**src/rtl/sw_pe_if.sv**
```systemverilog
// Bundles the sequence-loader, query-stream and result signals of sw_pe_array.
// Ports (slave = the array):
//   loader  : s_load, s_data, num_active, alpha, beta, match, mismatch
//   stream  : in_valid, in_first, in_last, t_in, h_in, f_in
//   results : busy, out_valid, out_first, out_last, t_out, h_out, f_out,
//             best_score, done
interface sw_pe_if #(
    parameter int NUM_PE = 8,
    parameter int W      = 10,
    parameter int CNT_W  = $clog2(NUM_PE + 1)
) ();
    logic                s_load;
    logic [2*NUM_PE-1:0] s_data;
    logic [CNT_W-1:0]    num_active;
    logic [W-1:0]        alpha;
    logic [W-1:0]        beta;
    logic [W-1:0]        match;
    logic [W-1:0]        mismatch;
    logic                in_valid;
    logic                in_first;
    logic                in_last;
    logic [1:0]          t_in;
    logic [W-1:0]        h_in;
    logic [W-1:0]        f_in;
    logic                busy;
    logic                out_valid;
    logic                out_first;
    logic                out_last;
    logic [1:0]          t_out;
    logic [W-1:0]        h_out;
    logic [W-1:0]        f_out;
    logic [W-1:0]        best_score;
    logic                done;

    modport master (
        output s_load, s_data, num_active, alpha, beta, match, mismatch,
        output in_valid, in_first, in_last, t_in, h_in, f_in,
        input  busy, out_valid, out_first, out_last, t_out, h_out, f_out,
        input  best_score, done
    );

    modport slave (
        input  s_load, s_data, num_active, alpha, beta, match, mismatch,
        input  in_valid, in_first, in_last, t_in, h_in, f_in,
        output busy, out_valid, out_first, out_last, t_out, h_out, f_out,
        output best_score, done
    );
endinterface

```
**src/rtl/sw_pe_array.sv**
```systemverilog
// Linear systolic array of NUM_PE Smith-Waterman cells with affine gaps.
// Each cell holds one database base; query bases stream through one per cycle.
// Ports:
//   clk, rst_n : clock, synchronous active-low reset
//   bus        : sw_pe_if slave (database load, query stream, cascade H/F in,
//                last-cell outputs, best score / done report, busy)
// Pipeline: stage 0 is the input register (token acceptance), stage i+1 is
// the output register of cell i, so out_* lag acceptance by NUM_PE edges.
module sw_pe_array #(
    parameter int NUM_PE = 8,
    parameter int W      = 10,
    parameter int CNT_W  = $clog2(NUM_PE + 1)
) (
    input  logic   clk,
    input  logic   rst_n,
    sw_pe_if.slave bus
);

    logic [NUM_PE:0]          vld_q, vld_d, first_q, first_d, last_q, last_d;
    logic [NUM_PE:0][1:0]     t_q, t_d;
    logic [NUM_PE:0][W-1:0]   h_q, h_d, f_q, f_d;
    logic [NUM_PE-1:0][W-1:0] hl_q, hl_d, el_q, el_d, hd_q, hd_d;
    logic [2*NUM_PE-1:0]      db_q, db_d;
    logic [W-1:0]             red_q, red_d, best_q, best_d;
    logic                     red_last_q, red_last_d;
    logic                     done_q, done_d, busy_q, busy_d;

    logic [CNT_W-1:0]         num_act;
    logic [NUM_PE-1:0]        act;
    logic [NUM_PE-1:0][W-1:0] hl_c, el_c, hd_c, diag_c;
    logic [NUM_PE-1:0][W-1:0] e_new, f_new, h_new;
    logic                     accept, load;

    function automatic logic [W-1:0] sub_fl(input logic [W-1:0] a, input logic [W-1:0] b);
        return (a > b) ? a - b : '0;
    endfunction

    function automatic logic [W-1:0] add_sat(input logic [W-1:0] a, input logic [W-1:0] b);
        logic [W:0] s;
        s = {1'b0, a} + {1'b0, b};
        return s[W] ? '1 : s[W-1:0];
    endfunction

    function automatic logic [W-1:0] max2(input logic [W-1:0] a, input logic [W-1:0] b);
        return (a > b) ? a : b;
    endfunction

    assign num_act = bus.num_active;

    // Cell datapath. A first-of-query token sees zeroed left/diagonal history.
    always_comb begin
        act    = '0;
        hl_c   = '0;
        el_c   = '0;
        hd_c   = '0;
        diag_c = '0;
        e_new  = '0;
        f_new  = '0;
        h_new  = '0;
        for (int i = 0; i < NUM_PE; i++) begin
            act[i]    = num_act > CNT_W'(i);
            hl_c[i]   = first_q[i] ? '0 : hl_q[i];
            el_c[i]   = first_q[i] ? '0 : el_q[i];
            hd_c[i]   = first_q[i] ? '0 : hd_q[i];
            diag_c[i] = (db_q[2*i +: 2] == t_q[i]) ? add_sat(hd_c[i], bus.match)
                                                   : sub_fl(hd_c[i], bus.mismatch);
            e_new[i]  = max2(sub_fl(hl_c[i], bus.alpha), sub_fl(el_c[i], bus.beta));
            f_new[i]  = max2(sub_fl(h_q[i], bus.alpha), sub_fl(f_q[i], bus.beta));
            h_new[i]  = max2(diag_c[i], max2(e_new[i], f_new[i]));
        end
    end

    always_comb begin
        vld_d   = '0;
        first_d = '0;
        last_d  = '0;
        t_d     = '0;
        h_d     = '0;
        f_d     = '0;
        hl_d    = hl_q;
        el_d    = el_q;
        hd_d    = hd_q;
        red_d   = '0;

        // A new query may only start once the previous one has reported.
        accept = bus.in_valid && !(bus.in_first && busy_q);
        load   = bus.s_load && !busy_q;
        db_d   = load ? bus.s_data : db_q;

        vld_d[0]   = accept;
        first_d[0] = accept && bus.in_first;
        last_d[0]  = accept && bus.in_last;
        t_d[0]     = bus.t_in;
        h_d[0]     = bus.h_in;
        f_d[0]     = bus.f_in;

        for (int i = 0; i < NUM_PE; i++) begin
            vld_d[i+1]   = vld_q[i];
            first_d[i+1] = first_q[i];
            last_d[i+1]  = last_q[i];
            t_d[i+1]     = t_q[i];
            h_d[i+1]     = act[i] ? h_new[i] : h_q[i];
            f_d[i+1]     = act[i] ? f_new[i] : f_q[i];
            // History only advances on real tokens, so gaps are transparent.
            if (vld_q[i] && act[i]) begin
                hl_d[i] = h_new[i];
                el_d[i] = e_new[i];
                hd_d[i] = h_q[i];
            end
            if (vld_q[i+1] && act[i] && (h_q[i+1] > red_d)) begin
                red_d = h_q[i+1];
            end
        end

        red_last_d = vld_q[NUM_PE] && last_q[NUM_PE];
        // done lines up with the edge that folds the last token's stage-1 max in.
        done_d     = red_last_q;

        if (accept && bus.in_first) begin
            best_d = '0;
        end else if (red_q > best_q) begin
            best_d = red_q;
        end else begin
            best_d = best_q;
        end

        if (accept) begin
            busy_d = 1'b1;
        end else if (done_d) begin
            busy_d = 1'b0;
        end else begin
            busy_d = busy_q;
        end
    end

    always_ff @(posedge clk) begin
        if (!rst_n) begin
            vld_q      <= '0;
            first_q    <= '0;
            last_q     <= '0;
            t_q        <= '0;
            h_q        <= '0;
            f_q        <= '0;
            hl_q       <= '0;
            el_q       <= '0;
            hd_q       <= '0;
            db_q       <= '0;
            red_q      <= '0;
            red_last_q <= 1'b0;
            best_q     <= '0;
            done_q     <= 1'b0;
            busy_q     <= 1'b0;
        end else begin
            vld_q      <= vld_d;
            first_q    <= first_d;
            last_q     <= last_d;
            t_q        <= t_d;
            h_q        <= h_d;
            f_q        <= f_d;
            hl_q       <= hl_d;
            el_q       <= el_d;
            hd_q       <= hd_d;
            db_q       <= db_d;
            red_q      <= red_d;
            red_last_q <= red_last_d;
            best_q     <= best_d;
            done_q     <= done_d;
            busy_q     <= busy_d;
        end
    end

    assign bus.out_valid  = vld_q[NUM_PE];
    assign bus.out_first  = first_q[NUM_PE];
    assign bus.out_last   = last_q[NUM_PE];
    assign bus.t_out      = t_q[NUM_PE];
    assign bus.h_out      = h_q[NUM_PE];
    assign bus.f_out      = f_q[NUM_PE];
    assign bus.best_score = best_q;
    assign bus.done       = done_q;
    assign bus.busy       = busy_q;

endmodule

```
**src/flat_wrapper.sv**
```systemverilog
// flat-port wrapper written by rule: the top's interface ports become plain ports
module sw_pe_array_flat 
#(
    parameter int NUM_PE = 8,
    parameter int W      = 10,
    parameter int CNT_W  = $clog2(NUM_PE + 1)
)
  (clk, rst_n, bus_s_load, bus_s_data, bus_num_active, bus_alpha, bus_beta, bus_match, bus_mismatch, bus_in_valid, bus_in_first, bus_in_last, bus_t_in, bus_h_in, bus_f_in, bus_busy, bus_out_valid, bus_out_first, bus_out_last, bus_t_out, bus_h_out, bus_f_out, bus_best_score, bus_done);
  sw_pe_if #(.NUM_PE(NUM_PE), .W(W), .CNT_W(CNT_W)) bus_i ();
  input  logic clk;
  input  logic rst_n;
  input wire logic [$bits(bus_i.s_load)-1:0] bus_s_load;
  input wire logic [$bits(bus_i.s_data)-1:0] bus_s_data;
  input wire logic [$bits(bus_i.num_active)-1:0] bus_num_active;
  input wire logic [$bits(bus_i.alpha)-1:0] bus_alpha;
  input wire logic [$bits(bus_i.beta)-1:0] bus_beta;
  input wire logic [$bits(bus_i.match)-1:0] bus_match;
  input wire logic [$bits(bus_i.mismatch)-1:0] bus_mismatch;
  input wire logic [$bits(bus_i.in_valid)-1:0] bus_in_valid;
  input wire logic [$bits(bus_i.in_first)-1:0] bus_in_first;
  input wire logic [$bits(bus_i.in_last)-1:0] bus_in_last;
  input wire logic [$bits(bus_i.t_in)-1:0] bus_t_in;
  input wire logic [$bits(bus_i.h_in)-1:0] bus_h_in;
  input wire logic [$bits(bus_i.f_in)-1:0] bus_f_in;
  output wire logic [$bits(bus_i.busy)-1:0] bus_busy;
  output wire logic [$bits(bus_i.out_valid)-1:0] bus_out_valid;
  output wire logic [$bits(bus_i.out_first)-1:0] bus_out_first;
  output wire logic [$bits(bus_i.out_last)-1:0] bus_out_last;
  output wire logic [$bits(bus_i.t_out)-1:0] bus_t_out;
  output wire logic [$bits(bus_i.h_out)-1:0] bus_h_out;
  output wire logic [$bits(bus_i.f_out)-1:0] bus_f_out;
  output wire logic [$bits(bus_i.best_score)-1:0] bus_best_score;
  output wire logic [$bits(bus_i.done)-1:0] bus_done;
  assign bus_i.s_load = bus_s_load;
  assign bus_i.s_data = bus_s_data;
  assign bus_i.num_active = bus_num_active;
  assign bus_i.alpha = bus_alpha;
  assign bus_i.beta = bus_beta;
  assign bus_i.match = bus_match;
  assign bus_i.mismatch = bus_mismatch;
  assign bus_i.in_valid = bus_in_valid;
  assign bus_i.in_first = bus_in_first;
  assign bus_i.in_last = bus_in_last;
  assign bus_i.t_in = bus_t_in;
  assign bus_i.h_in = bus_h_in;
  assign bus_i.f_in = bus_f_in;
  assign bus_busy = bus_i.busy;
  assign bus_out_valid = bus_i.out_valid;
  assign bus_out_first = bus_i.out_first;
  assign bus_out_last = bus_i.out_last;
  assign bus_t_out = bus_i.t_out;
  assign bus_h_out = bus_i.h_out;
  assign bus_f_out = bus_i.f_out;
  assign bus_best_score = bus_i.best_score;
  assign bus_done = bus_i.done;
  sw_pe_array #(.NUM_PE(NUM_PE), .W(W), .CNT_W(CNT_W)) u_core (.clk(clk), .rst_n(rst_n), .bus(bus_i));
endmodule
```
**config.mk**
```make
export PLATFORM = sky130hd
export DESIGN_NAME = sw_pe_array_flat
export DESIGN_NICKNAME = d
export VERILOG_FILES = /design/src/rtl/sw_pe_if.sv /design/src/rtl/sw_pe_array.sv /design/src/flat_wrapper.sv
export SDC_FILE = /design/constraint.sdc
export NUM_CORES = 2
export LEC_CHECK = 0
export CORE_UTILIZATION = 30
export DETAILED_ROUTE_END_ITERATION = 10
export HOLD_SLACK_MARGIN = 0.08
export PLACE_DENSITY_LB_ADDON = 0.1
export SLEW_MARGIN = 20
export SYNTH_ARGS = -nofsm -noshare
export SYNTH_HDL_FRONTEND = slang
export SYNTH_SLANG_ARGS = --single-unit
```
**constraint.sdc**
```tcl
create_clock -name clk -period 28.1 [get_ports clk]
set_clock_uncertainty 0.1 [all_clocks]
set_input_delay 5.62 -clock clk [delete_from_list [all_inputs] [get_ports clk]]
set_output_delay 5.62 -clock clk [all_outputs]
set_load 0.01 [all_outputs]
```
==> qor.yml <==
status: "finished clean"
powerDensity_nw_per_um2: 76.3
worst_path_most_repeated_cell: "ha_1"
yosys.area.top_type_share_pct: 20.2
reg2reg_from: "u_core.h_q[18]$_SDFF_PN0_"
synth_seq_area_share_pct: 18.7
grt_use_met2_pct: 37.8
finalHoldViolCount: 0
min_to: "u_core.last_q[5]$_SDFF_PN0_"
num-fill-cells: 19028
start_util_pct: 30.2
clk_latency_ns: 0.69
synth_mux_area_share_pct: 2.95
syn_nets: 7923
h-tree-depth: 3
synth_cell_types: 81
via_count: 48204
min_period_ns: 24.01
ant_nets: 0
postCtsSetupBuffers: 0
synth_compound_area_share_pct: 23.4
hold_depth: 1
drv_cap: 0
synth-edff-count: 0
drc: 0
synth-async-reset-ratio_pct: 0
busiest_layer: "met2"
grt_use_met3_pct: 2.29
grt_usage_pct: 22.5
synth-simple-area-share_pct: 21.3
wl_per_cell_um: 22.2
timing.rr.end: "u_core.red_q[7]$_SDFF_PN0_"
design.core.area_um2: 179000
startpoint_type: "input port"
synth_xor_area_share_pct: 6.29
avgSynthCellArea_um2: 7.81
synth_top_family_by_area: "compound AO/OA/AOI/OAI gates"
grt_overflow: 0
drt_iter0_markers: 2802
slew_viol_final: 0
yosys_most_used_dff: "dfxtp_1"
fmax_mhz: 41.7
finalSetupViolations: 0
post_cts_resized: 0
nets: 7944
root_buffer: "clkbuf_16"
worst-r2r-setup-slack_ns: 10.75
power_leakage_nw: 31.4
finish.utilization_pct: 33.8
cts.path.max_buffers: 3
required_ns: 28.58
worstHoldPathType: "register to register"
r2r.worst_path.cells: 61
num_rows: 155
hold_path_startpoint: "u_core.last_q[4]$_SDFF_PN0_"
port_buffers: 124
yosys.area.top_type: "ha_1"
netlist_area_um2: 54000
synthAdderAreaFrac_pct: 22.0
die_area_um2: 182000
viasPerCell: 5.16
critPathMaxFanout: 30
place.gp.congestion: 0.867
peakVddDrop_uv: 61.4
die_x_um: 426
netlist_top_cells_area: "ha_1, dfxtp_1, nand2_1, a21o_1, a21oi_1"
clock_sinks: 504
ys_ff_latch: 504
arrival_ns: 24.49
slowest_stage: "or3_1"
drive_above_1_share_pct: 4.98
grt_antenna_before_repair: 24
synthCells: 6916
relSlewSlack_pct: 23.2
rsz0062_at_grt: "false"
postRouteWirelength_mm: 208
cts_buffers: 74
timing.final.crit_share_pct: 85.4
area_growth_syn_to_layout_pct: 11.8
crit_type: "input port to register"
drtPass1Iterations: 6
worst_pin_slew_ns: 1.15
io_pins: 125
grt_max_degree: 103
grt_pass1_wl_mm: 306
grt_pass1_vias: 46908
clk_pin_slew_ns: 0.06
use_met1_pct: 30.4
cp-end-kind: "register"
p_total_mw: 4.61
setup_tns_ns: 0
yosys_warnings: 0
cts_tree: "done"
critPathMaxStageDelay_ns: 0.91
cts.hold.buffers_added: 0
dp_hpwl_mm: 163
die_height_um: 426
==> layout by cell type (no fill, tap or decap), drive strengths merged, types with 99 or more instances in the layout <==
cell / netlist / final
xnor2: 207 / 207
ha: 871 / 871
nand2b: 136 / 136
and2: 168 / 168
clkdlybuf4s50: 0 / 118
a21o: 393 / 393
o211a: 192 / 192
nand4: 113 / 113
nand2: 799 / 799
nor2b: 354 / 354
nand3: 101 / 101
a21oi: 520 / 520
o21ai: 279 / 279
dfxtp: 504 / 504
inv: 476 / 471
a21boi: 119 / 119
nor2: 428 / 428
xor2: 180 / 180
mux2i: 109 / 109
nor3: 99 / 99
==> logic make-up (layout without fill, tap and decap cells) <==
| kind of cell | after synthesis | count (layout) |
|---|---|---|
| other | 0 | 1 |
| AO/OA/AOI/OAI | 1864 | 1864 |
| XOR/XNOR | 387 | 387 |
| flip-flops | 504 | 504 |
| multiplexers | 152 | 152 |
| adder cells (fa/ha/maj) | 919 | 919 |
| buffers and inverters | 747 | 823 |
| AND/OR/NAND/NOR | 2343 | 2343 |
==> through the flow <==
| step | hold slack, ns | instances | setup slack, ns | instance area, µm² |
|---|---|---|---|---|
| after floorplan | 0.312 | 6916 | 7.84 | 54000 |
| after global placement | 0.313 | 9216 | 3.58 | 57700 |
| after detailed placement | 0.320 | 9216 | 3.28 | 57800 |
| after CTS | 0.333 | 9347 | 4.01 | 60300 |
| after global routing | 0.351 | 9347 | 2.52 | 60400 |
| final | 0.331 | 9348 | 4.09 | 60400 |
==> how the worst max path moves through the flow <==
| stage | start | to | slack (ns) | cells after the start |
|---|---|---|---|---|
| final | bus_num_active[1] | u_core.red_q[7]$_SDFF_PN0_ | 4.09 | 64 |
| after global routing | bus_num_active[3] | u_core.red_q[6]$_SDFF_PN0_ | 2.52 | 66 |
| after CTS | bus_num_active[1] | u_core.red_q[7]$_SDFF_PN0_ | 4.01 | 65 |
| after detailed placement | bus_num_active[1] | u_core.red_q[6]$_SDFF_PN0_ | 3.28 | 65 |
| after global placement | bus_num_active[1] | u_core.red_q[7]$_SDFF_PN0_ | 3.58 | 68 |
| after floorplan | bus_num_active[1] | u_core.red_q[9]$_SDFF_PN0_ | 7.84 | 82 |
==> critical path: cells and delay by family <==
| family | cells | cell delay [ns] |
|---|---|---|
| AOI/OAI and AO/OA | 22 | 6.60 |
| adders and majority gates | 7 | 1.98 |
| muxes | 4 | 1.38 |
| buffers and inverters | 5 | 0.97 |
| and+or+nand+nor | 26 | 7.89 |
==> metal layers <==
| layer | part of all wire, % | wire [µm] |
|---|---|---|
| met3 | 3.2 | 6580 |
| met4 | 2.6 | 5500 |
| met1 | 48 | 99300 |
| met5 | 0.013 | 26 |
| met2 | 46 | 96100 |
==> cell type report <==
cell class                      instances  area [µm²]  share of cell area (%)
Multi-Input combinational cell       5665       41100                    68.1
Sequential cell                       504       10100                    16.7
Timing Repair Buffer                  216        1910                    3.17
Antenna cell                            1        2.50                 0.00414
Clock inverter                         33         453                   0.750
Clock buffer                           98        2080                    3.45
Inverter                              476        1790                    2.96
Tap cell                             2355        2950                    4.88
==> where the power goes <==
part | switching, mW | total, mW | internal (mW)
Sequential | 0.133 | 0.915 | 0.782
Clock | 0.392 | 0.997 | 0.605
Combinational | 1.67 | 2.69 | 1.02
==> sequential cells by signal, summed over array words and instances (netlist names), 9 cells and up <==
name,flops
u_core.hl_q,80
u_core.red_q,10
u_core.vld_q,9
u_core.t_d,16
u_core.h_q,80
u_core.bus.f_out,10
u_core.last_q,9
u_core.f_q,80
u_core.hd_q,80
u_core.bus.h_out,10
u_core.el_q,80
u_core.bus.best_score,10
u_core.db_q,16
u_core.first_q,9
==> Yosys cell counts (70+ instances only) <==
cell type,instances
clkbuf_1,226
o21ai_0,268
nand2_1,799
a21oi_1,520
xor2_1,180
nor2_1,428
ha_1,871
a21boi_0,119
a21o_1,393
nand3_1,101
inv_1,476
nand2b_1,136
nor3b_1,85
nor3_1,99
a31oi_1,91
mux2i_1,109
o211a_1,192
o21bai_1,70
nand4_1,113
dfxtp_1,504
xnor2_1,206
nor2b_1,354
and2_1,161
No activity file was read; power rests on OpenSTA's default activity.
